<file path="src/rtl/program_loader_pkg.sv">
// Shared constants and FSM encoding for the program loader.
// The LOADER_CHECKSUM_EN build uses the extra CHECK state.
package program_loader_pkg;

    localparam int DEF_NB_INSTRUC = 32;
    localparam int DEF_NB_BYTE    = 8;
    localparam int BYTES_PER_WORD = DEF_NB_INSTRUC / DEF_NB_BYTE;
    localparam logic [DEF_NB_INSTRUC-1:0] DEF_HALT_WORD = 32'hFFFF_FFFF;

    typedef enum logic [2:0] {
        ST_IDLE  = 3'd0,
        ST_RECV  = 3'd1,
        ST_WRITE = 3'd2,
        ST_DONE  = 3'd3,
        ST_ERROR = 3'd4,
        ST_CHECK = 3'd5
    } state_t;

endpackage

</file>
<file path="src/rtl/program_loader_word_assembler.sv">
// Collects bytes MSB-first into a word; pulses word_ready alongside the last byte.
module program_loader_word_assembler
    import program_loader_pkg::*;
#(
    parameter int NB_WORD = 32,
    parameter int NB_BYTE = 8
) (
    input  logic               clk,
    input  logic               clr_n,
    input  logic               byte_valid,
    input  logic [NB_BYTE-1:0] byte_in,
    output logic [NB_WORD-1:0] word,
    output logic               word_ready
);

    localparam logic [1:0] LAST_CNT = 2'(BYTES_PER_WORD - 1);

    // Only the leading bytes need storage; the last one is taken straight from byte_in.
    logic [NB_WORD-NB_BYTE-1:0] shift_r;
    logic [1:0]                 cnt_r;

    assign word       = {shift_r, byte_in};
    assign word_ready = byte_valid && (cnt_r == LAST_CNT);

    // Byte counter and shift register with synchronous active-low clear.
    always_ff @(posedge clk) begin
        if (!clr_n) begin
            cnt_r   <= 2'd0;
            shift_r <= '0;
        end else if (byte_valid) begin
            cnt_r   <= cnt_r + 2'd1;
            shift_r <= {shift_r[NB_WORD-2*NB_BYTE-1:0], byte_in};
        end else begin
            cnt_r   <= cnt_r;
            shift_r <= shift_r;
        end
    end

endmodule

</file>
<file path="src/rtl/program_loader.sv">
// Program loader: assembles UART bytes into instruction words and writes them
// to program memory, stalling the pipeline until the HALT word is stored.
// Optional feature macro: LOADER_CHECKSUM_EN (trailing XOR checksum byte, o_chk_err).
module program_loader
    import program_loader_pkg::*;
#(
    parameter int NB_INSTRUC        = DEF_NB_INSTRUC,
    parameter int NB_ADDR           = 32,
    parameter int NB_BYTE           = DEF_NB_BYTE,
    parameter int RAM_DEPTH_PROGRAM = 2048,
    parameter logic [NB_INSTRUC-1:0] HALT_WORD = DEF_HALT_WORD
) (
    input  logic                  i_clk,
    input  logic                  i_rst,
    input  logic                  i_start,
    input  logic [NB_BYTE-1:0]    i_rx_data,
    input  logic                  i_rx_done,
    output logic                  o_wr_en,
    output logic [NB_ADDR-1:0]    o_wr_addr,
    output logic [NB_INSTRUC-1:0] o_wr_data,
    output logic                  o_pipe_stall,
    output logic                  o_load_done,
`ifdef LOADER_CHECKSUM_EN
    output logic                  o_overflow,
    output logic                  o_chk_err
`else
    output logic                  o_overflow
`endif
);

    localparam logic [NB_ADDR-1:0] LAST_ADDR = NB_ADDR'(RAM_DEPTH_PROGRAM - 1);

    state_t state_r, next_state_s;

    logic                  next_wr_en_s;
    logic [NB_ADDR-1:0]    next_addr_s;
    logic [NB_INSTRUC-1:0] next_data_s;
    logic                  next_stall_s;
    logic                  next_done_s;
    logic                  next_ovf_s;
    logic                  start_acc_s;
    logic                  asm_en_s;
    logic                  asm_clr_n_s;
    logic [NB_INSTRUC-1:0] asm_word_s;
    logic                  asm_ready_s;
`ifdef LOADER_CHECKSUM_EN
    logic [NB_BYTE-1:0]    chk_acc_r, next_chk_acc_s;
    logic                  next_chk_err_s;
`endif

    // A new load discards any partially assembled word.
    assign asm_clr_n_s = i_rst && !start_acc_s;

    program_loader_word_assembler #(
        .NB_WORD (NB_INSTRUC),
        .NB_BYTE (NB_BYTE)
    ) u_asm (
        .clk        (i_clk),
        .clr_n      (asm_clr_n_s),
        .byte_valid (i_rx_done && asm_en_s),
        .byte_in    (i_rx_data),
        .word       (asm_word_s),
        .word_ready (asm_ready_s)
    );

    // Next-state and next-output logic; outputs are registered from these values.
    always_comb begin
        next_state_s = state_r;
        next_wr_en_s = 1'b0;
        next_addr_s  = o_wr_addr;
        next_data_s  = o_wr_data;
        next_stall_s = o_pipe_stall;
        next_done_s  = o_load_done;
        next_ovf_s   = o_overflow;
        start_acc_s  = 1'b0;
        asm_en_s     = 1'b0;
`ifdef LOADER_CHECKSUM_EN
        next_chk_err_s = o_chk_err;
        next_chk_acc_s = chk_acc_r;
`endif
        case (state_r)
            ST_IDLE, ST_DONE, ST_ERROR: begin
                if (i_start) begin
                    start_acc_s  = 1'b1;
                    next_state_s = ST_RECV;
                    next_addr_s  = '0;
                    next_stall_s = 1'b1;
                    next_done_s  = 1'b0;
                    next_ovf_s   = 1'b0;
`ifdef LOADER_CHECKSUM_EN
                    next_chk_err_s = 1'b0;
`endif
                end else begin
                    next_state_s = state_r;
                end
            end
            ST_RECV: begin
                asm_en_s = 1'b1;
                if (asm_ready_s) begin
                    next_state_s = ST_WRITE;
                    next_wr_en_s = 1'b1;
                    next_data_s  = asm_word_s;
                end else begin
                    next_state_s = ST_RECV;
                end
            end
            ST_WRITE: begin
                // A strobe here is already byte 0 of the next word.
                asm_en_s = 1'b1;
                if (o_wr_data == HALT_WORD) begin
`ifdef LOADER_CHECKSUM_EN
                    next_state_s = ST_CHECK;
`else
                    next_state_s = ST_DONE;
                    next_stall_s = 1'b0;
                    next_done_s  = 1'b1;
`endif
                end else if (o_wr_addr == LAST_ADDR) begin
                    next_state_s = ST_ERROR;
                    next_ovf_s   = 1'b1;
                end else begin
                    next_state_s = ST_RECV;
                    next_addr_s  = o_wr_addr + NB_ADDR'(1);
                end
            end
`ifdef LOADER_CHECKSUM_EN
            ST_CHECK: begin
                if (i_rx_done) begin
                    if (i_rx_data == chk_acc_r) begin
                        next_state_s = ST_DONE;
                        next_stall_s = 1'b0;
                        next_done_s  = 1'b1;
                    end else begin
                        next_state_s   = ST_ERROR;
                        next_chk_err_s = 1'b1;
                    end
                end else begin
                    next_state_s = ST_CHECK;
                end
            end
`endif
            default: begin
                next_state_s = ST_IDLE;
            end
        endcase
`ifdef LOADER_CHECKSUM_EN
        // Checksum covers every data byte taken since the last start.
        if (start_acc_s) begin
            next_chk_acc_s = '0;
        end else if (asm_en_s && i_rx_done) begin
            next_chk_acc_s = chk_acc_r ^ i_rx_data;
        end else begin
            next_chk_acc_s = chk_acc_r;
        end
`endif
    end

    // State and output registers with synchronous active-low reset.
    always_ff @(posedge i_clk) begin
        if (!i_rst) begin
            state_r      <= ST_IDLE;
            o_wr_en      <= 1'b0;
            o_wr_addr    <= '0;
            o_wr_data    <= '0;
            o_pipe_stall <= 1'b0;
            o_load_done  <= 1'b0;
            o_overflow   <= 1'b0;
`ifdef LOADER_CHECKSUM_EN
            o_chk_err    <= 1'b0;
            chk_acc_r    <= '0;
`endif
        end else begin
            state_r      <= next_state_s;
            o_wr_en      <= next_wr_en_s;
            o_wr_addr    <= next_addr_s;
            o_wr_data    <= next_data_s;
            o_pipe_stall <= next_stall_s;
            o_load_done  <= next_done_s;
            o_overflow   <= next_ovf_s;
`ifdef LOADER_CHECKSUM_EN
            o_chk_err    <= next_chk_err_s;
            chk_acc_r    <= next_chk_acc_s;
`endif
        end
    end

endmodule
</file>
<file path="config.mk">
export PLATFORM = sky130hd
export DESIGN_NAME = program_loader
export DESIGN_NICKNAME = d
export VERILOG_FILES = /design/src/rtl/program_loader_pkg.sv /design/src/rtl/program_loader_word_assembler.sv /design/src/rtl/program_loader.sv
export SDC_FILE = /design/constraint.sdc
export NUM_CORES = 1
export LEC_CHECK = 0
export CORE_AREA = 2 2 118 132
export CTS_CLUSTER_SIZE = 24
export DETAILED_ROUTE_END_ITERATION = 16
export DIE_AREA = 0 0 120 134
export PLACE_DENSITY_LB_ADDON = 0.08
export SLEW_MARGIN = 10
export SYNTH_ARGS = -nofsm -noshare
export SYNTH_HDL_FRONTEND = slang
export SYNTH_HIERARCHICAL = 1
export SYNTH_SLANG_ARGS = --single-unit
</file>
<file path="constraint.sdc">
create_clock -name i_clk -period 3.61 [get_ports i_clk]
set_clock_uncertainty 0.05 [all_clocks]
set_input_delay 0.5415 -clock i_clk [delete_from_list [all_inputs] [get_ports i_clk]]
set_output_delay 0.5415 -clock i_clk [all_outputs]
set_load 0.02 [all_outputs]
</file>
Yosys cells after proc, flatten, opt, wreduce, memory -nomap -nowiden
Index checks and enable logic that the tools add are counted.
{"block": "totals", "output_inout_bits": 68, "in_bits": 12, "elab_cells": 58, "register_bits": 97}
{"block": "op_classes", "n_addsub": 2, "n_eq_ne": 12, "n_mux": 22, "n_reduce_logical": 13}
{"cell": "two-way mux 32 bit", "count": 3}
{"cell": "one-hot mux 32 bit (2 select lines)", "count": 1}
{"cell": "adder 32 x 1 -> 32 bit (second input constant)", "count": 1}
{"cell": "equality test 32 x 11 -> 1 bit (second input constant)", "count": 1}
{"cell": "equality test 32 bit (second input constant)", "count": 1}
{"cell": "two-way mux 1 bit", "count": 10}
{"cell": "!= test 2 bit (second input constant)", "count": 5}
{"cell": "two-way mux 3 bit", "count": 3}
{"cell": "one-hot mux 3 bit (3 select lines)", "count": 1}
{"cell": "AND reduction 4 bit", "count": 2}
{"cell": "equality test 3 x 2 -> 1 bit (second input constant)", "count": 2}
{"cell": "one-hot mux 1 bit (2 select lines)", "count": 3}
{"cell": "AND reduction 2 bit", "count": 2}
{"cell": "equality test 3 x 1 -> 1 bit (second input constant)", "count": 1}
{"cell": "equality test 3 bit (second input constant)", "count": 1}
{"cell": "logical AND 1 bit", "count": 3}
{"cell": "zero test 3 bit", "count": 1}
{"cell": "AND reduction 3 bit", "count": 1}
{"cell": "OR reduction 3 bit", "count": 1}
{"cell": "adder 2 x 1 -> 2 bit (second input constant)", "count": 1}
{"cell": "equality test 2 bit (second input constant)", "count": 1}
{"cell": "two-way mux 2 bit", "count": 1}
{"cell": "nonzero test 2 bit", "count": 1}
{"cell": "OR reduction 2 bit", "count": 1}
{"cell": "zero test 1 bit", "count": 1}

Depth between registers and ports, before layout
{"block": "depth", "ltp_word": 7, "mapped_depth": 12}

By module
Netlist, hierarchy kept.
{"mod": "program_loader", "area_per_inst_um2": 3268.1, "cells_per_inst": 402, "instances": 1, "seq_area_each_um2": 1421.4}
{"mod": "program_loader_word_assembler", "area_per_inst_um2": 1076.0, "cells_per_inst": 93, "instances": 1, "seq_area_each_um2": 520.5}

Worst setup path before layout
OpenSTA, ideal clock, no wires.
{"block": "synth_timing", "path_kind": "flip-flop to flip-flop", "start": "register o_wr_addr[0]", "end": "register o_wr_addr[13]", "stages_incl_launch_ff": 12, "setup_time_ns": 0.070, "path_buffers": 4, "period_less_slack_ns": 2.458, "t_arrival_ns": 2.338, "setup_slack_ns": 1.152, "path_cell_list": "dfxtp_1 -> ha_1 -> and4_1 -> buf_2 -> nand2_1 -> or4_1 -> nand3_2 -> buf_4 -> buf_4 -> buf_2 -> o21ai_0 -> a21oi_1"}
{"block": "synth_between", "elab_chain_cells": 4}
{"item": "start, declared", "line": "program_loader.sv:19", "rtl": "output logic [NB_ADDR-1:0] o_wr_addr,"}
{"item": "start signal, assigned", "line": "program_loader.sv:175", "rtl": "o_wr_addr <= next_addr_s;"}
{"item": "adder 32 x 1 -> 32 bit", "line": "program_loader.sv:123", "rtl": "next_addr_s = o_wr_addr + NB_ADDR'(1);"}
{"item": "two-way mux 32 bit", "line": "program_loader.sv:118", "rtl": "end else if (o_wr_addr == LAST_ADDR) begin"}
{"item": "two-way mux 32 bit", "line": "program_loader.sv:110", "rtl": "if (o_wr_data == HALT_WORD) begin"}
{"item": "one-hot mux 32 bit (2 select lines)", "line": "program_loader.sv:81", "rtl": "case (state_r)"}
Several ways; a longest one is shown, not always the timed one. The select of a mux whose other input is x is not followed.
A chain may end at the register's enable or synchronous reset.

Worst setup path in the final report
{"block": "layout_timing", "start": "register o_wr_addr[0]", "end": "register o_wr_addr[21]"}
Same word-level chain as after synthesis.

==> results.tsv <==
metric	value	unit
r2r endpoint	o_wr_addr[21]$_SDFFE_PN0P_	
EDFF count, synth	0	
Initial DRC Count	166	
number of port buffers	79	
cell taking the most area after synthesis	dfxtp_1	
clock sink total	97	
worst hold stages	2	
main area contributors after synthesis	dfxtp_1 (45%), nand2_1 (7.7%), mux2i_1 (6.0%)	
Final #Nets	571	
Max stage delay cell, worst path	and4_1	
minimum clock period	2700	ps
antenna violations before repair	0	
Ys Warns	6	
Final Power	0.00230	W
Die H	134	microns
CTS Buf Count	9	
Routed Antenna Nets	0	
dpl hpwl	8.05	mm
die width	120	microns
n_diodes	0	
post-synthesis net count	509	
Crit Reg-Reg Startpoint	o_wr_addr[0]$_SDFFE_PN0P_	
Mapped Area	0.00434	sq mm
Post-CTS Setup Bufs	0	
Leakage	1.73	nW
Max Clock Freq	0.370	GHz
final slew viol count	0	
CTS tree	yes	
Hold Buf Count CTS	0	
Post-CTS Resized	0	
Final setup viols	0	
placed cells	742	
global placement routability congestion	0.791	
total iterations of the first detailed-routing run	4	
power density cells	412	mW/mm^2
Die Footprint	0.0161	sq mm
most used flip-flop cell after synthesis	dfxtp_1	
top-area cell type share of the netlist area	0.447	
wire per inst	15.3	microns
Tcrit/Tclk final	0.748	
Hold Path Origin	u_asm/shift_r[23]$_SDFFE_PN0P_	
root buf cell	clkbuf_16	
status	finished clean	
total track usage	0.149	
vias in the first global route	3533	
library cells used by synthesis	51	
Synth-to-Final Area Change	28.3	%
global routing usage on met2	0.261	
Setup CP Type	flip-flop to flip-flop	
crit path max fanout	33	
drt total wl	11.6	mm
hold endpoint	o_wr_data[31]$_SDFFE_PN0P_	
Seq/Total Area, Yosys	0.447	
Clock transition at path regs	70	ps
pin count of the biggest net entering global routing	42	
Cell Rows	47	
setup TNS	0	ps
ys async rst share	0	
GR Overflow Total	0	
worst-skew pair later-pin latency	350	ps
first-pass GRT wire length	18.7	mm
DRC viols	0	
Slew headroom	0.489	
worst vdd ir	0.229	mV
GR Util met3	0.0323	
Final Hold Vio Count	0	
detailed-route via count	3701	
worst reg-to-reg path cell count	8	
Most Frequent Cell on Critical Path	or4_1	
Setup crit end kind	flip-flop	
RSZ-0062 raised after global routing	no	
# IOs	80	
most frequent cells in the layout	dfxtp_1 (97), nand2_1 (89), clkdlybuf4s50_1 (79)	
GRT busiest layer	met2	
syn_area_per_cell	8.78	sq um
CP Launch Type	flip-flop	
Worst EP arrival	2880	ps
slowest cell delay on critical path	470	ps
met1 Use GR	0.179	
CP cell instances	ha_1 -> and4_1 -> nand2_1 -> or4_1 -> nand3_2 -> buf_4 -> or4_1 -> a21oi_1	
Reg2Reg Setup Slack	910	ps
worst min path class	flip-flop to flip-flop	
Layout Cells excl Fill	758	
Core ar.	0.0148	sq mm
slew of the pin with the lowest slew margin	759	ps
Syn Inst Count	495	
max_cap viols	0	
Max Root-Sink Buffers	2	
H-tree Lvls	3	
Initial Util	0.294	
Yosys reg bits	97	
vias per std cell	4.88	
layout cells sized above 1	0.0658	
Required @ worst endpoint	3780	ps
commonest non-fill, non-tap cell in the layout	dfxtp_1	
[layout make-up]
class	instances	area [sq um]
Multi-Input combinational cell	356	2160
Clock buffer	11	243
Timing Repair Buffer	88	858
Clock inverter	5	103
Tap cell	196	245
Fill cell	1516	9190
Inverter	5	18.8
Sequential cell	97	1940
[synthesized netlist by cell type, drive strengths merged (9+ instances only)]
| master | count |
|---|---|
| nand4 | 13 |
| a21oi | 26 |
| nor2b | 30 |
| a21boi | 33 |
| nand3 | 19 |
| o31ai | 9 |
| buf | 17 |
| or3 | 15 |
| o21ai | 17 |
| clkbuf | 20 |
| nand2 | 89 |
| mux2i | 26 |
| or4 | 17 |
| dfxtp | 97 |
[report_power, final]
part           internal (W)  switching [W]
combinational     0.0000442      0.0000591
sequential          0.00107     0.00000597
clock              0.000695       0.000419
[critical path, delay by kind of cell (launching register included)]
| kind | cells | cell delay [ps] |
|---|---|---|
| DFF | 1 | 450 |
| adders and majority gates | 1 | 270 |
| buffers and inverters | 1 | 320 |
| and+or+nand+nor | 5 | 1400 |
| AOI/OAI and AO/OA | 1 | 60 |
[state kept, by name, indices dropped and copies added (netlist names)]
register       count
o_load_done        1
o_overflow         1
o_pipe_stall       1
o_wr_addr         32
o_wr_data         32
o_wr_en            1
state_r            3
u_asm/cnt_r        2
u_asm/shift_r     24
[how the worst max path moves through the flow]
| stage | endpoint | startpoint | cells after the start |
|---|---|---|---|
| floorplan | o_wr_addr[13]$_SDFFE_PN0P_ | o_wr_addr[0]$_SDFFE_PN0P_ | 11 |
| global placement | o_wr_addr[21]$_SDFFE_PN0P_ | i_start | 8 |
| detailed placement | o_wr_addr[21]$_SDFFE_PN0P_ | i_start | 8 |
| CTS | o_wr_addr[5]$_SDFFE_PN0P_ | o_wr_addr[0]$_SDFFE_PN0P_ | 8 |
| global route | o_wr_addr[12]$_SDFFE_PN0P_ | o_wr_addr[0]$_SDFFE_PN0P_ | 8 |
| finish | o_wr_addr[21]$_SDFFE_PN0P_ | o_wr_addr[0]$_SDFFE_PN0P_ | 8 |
[stage by stage]
step                 util  cell area, sq um  worst slack, ps  hold slack (ps)
finish              0.378              5570              908              416
global route        0.378              5570              683              446
CTS                 0.378              5570              892              421
detailed placement  0.354              5230              713              412
global placement    0.354              5230              743              412
floorplan               -              4340             1150              390
[cell families (layout without fill, tap and decap cells)]
group	count (synthesis)	in the layout	share of synthesized area
buf+inv	42	109	0.0573
mux	26	26	0.0599
simple gates	226	226	0.278
compound gates	99	99	0.146
xor+xnor	3	3	0.00605
fa+ha+maj	2	2	0.00576
flops	97	97	0.447
[metal layers]
metal  wire (microns)  part of all wire  up-vias
met2             5830              0.50       68
li1                 -                 -     1876
met1             5220              0.45     1746
met5                0                 0        -
met4              163             0.014        0
met3              392             0.034       11
Power figures use the tool's default switching activity.
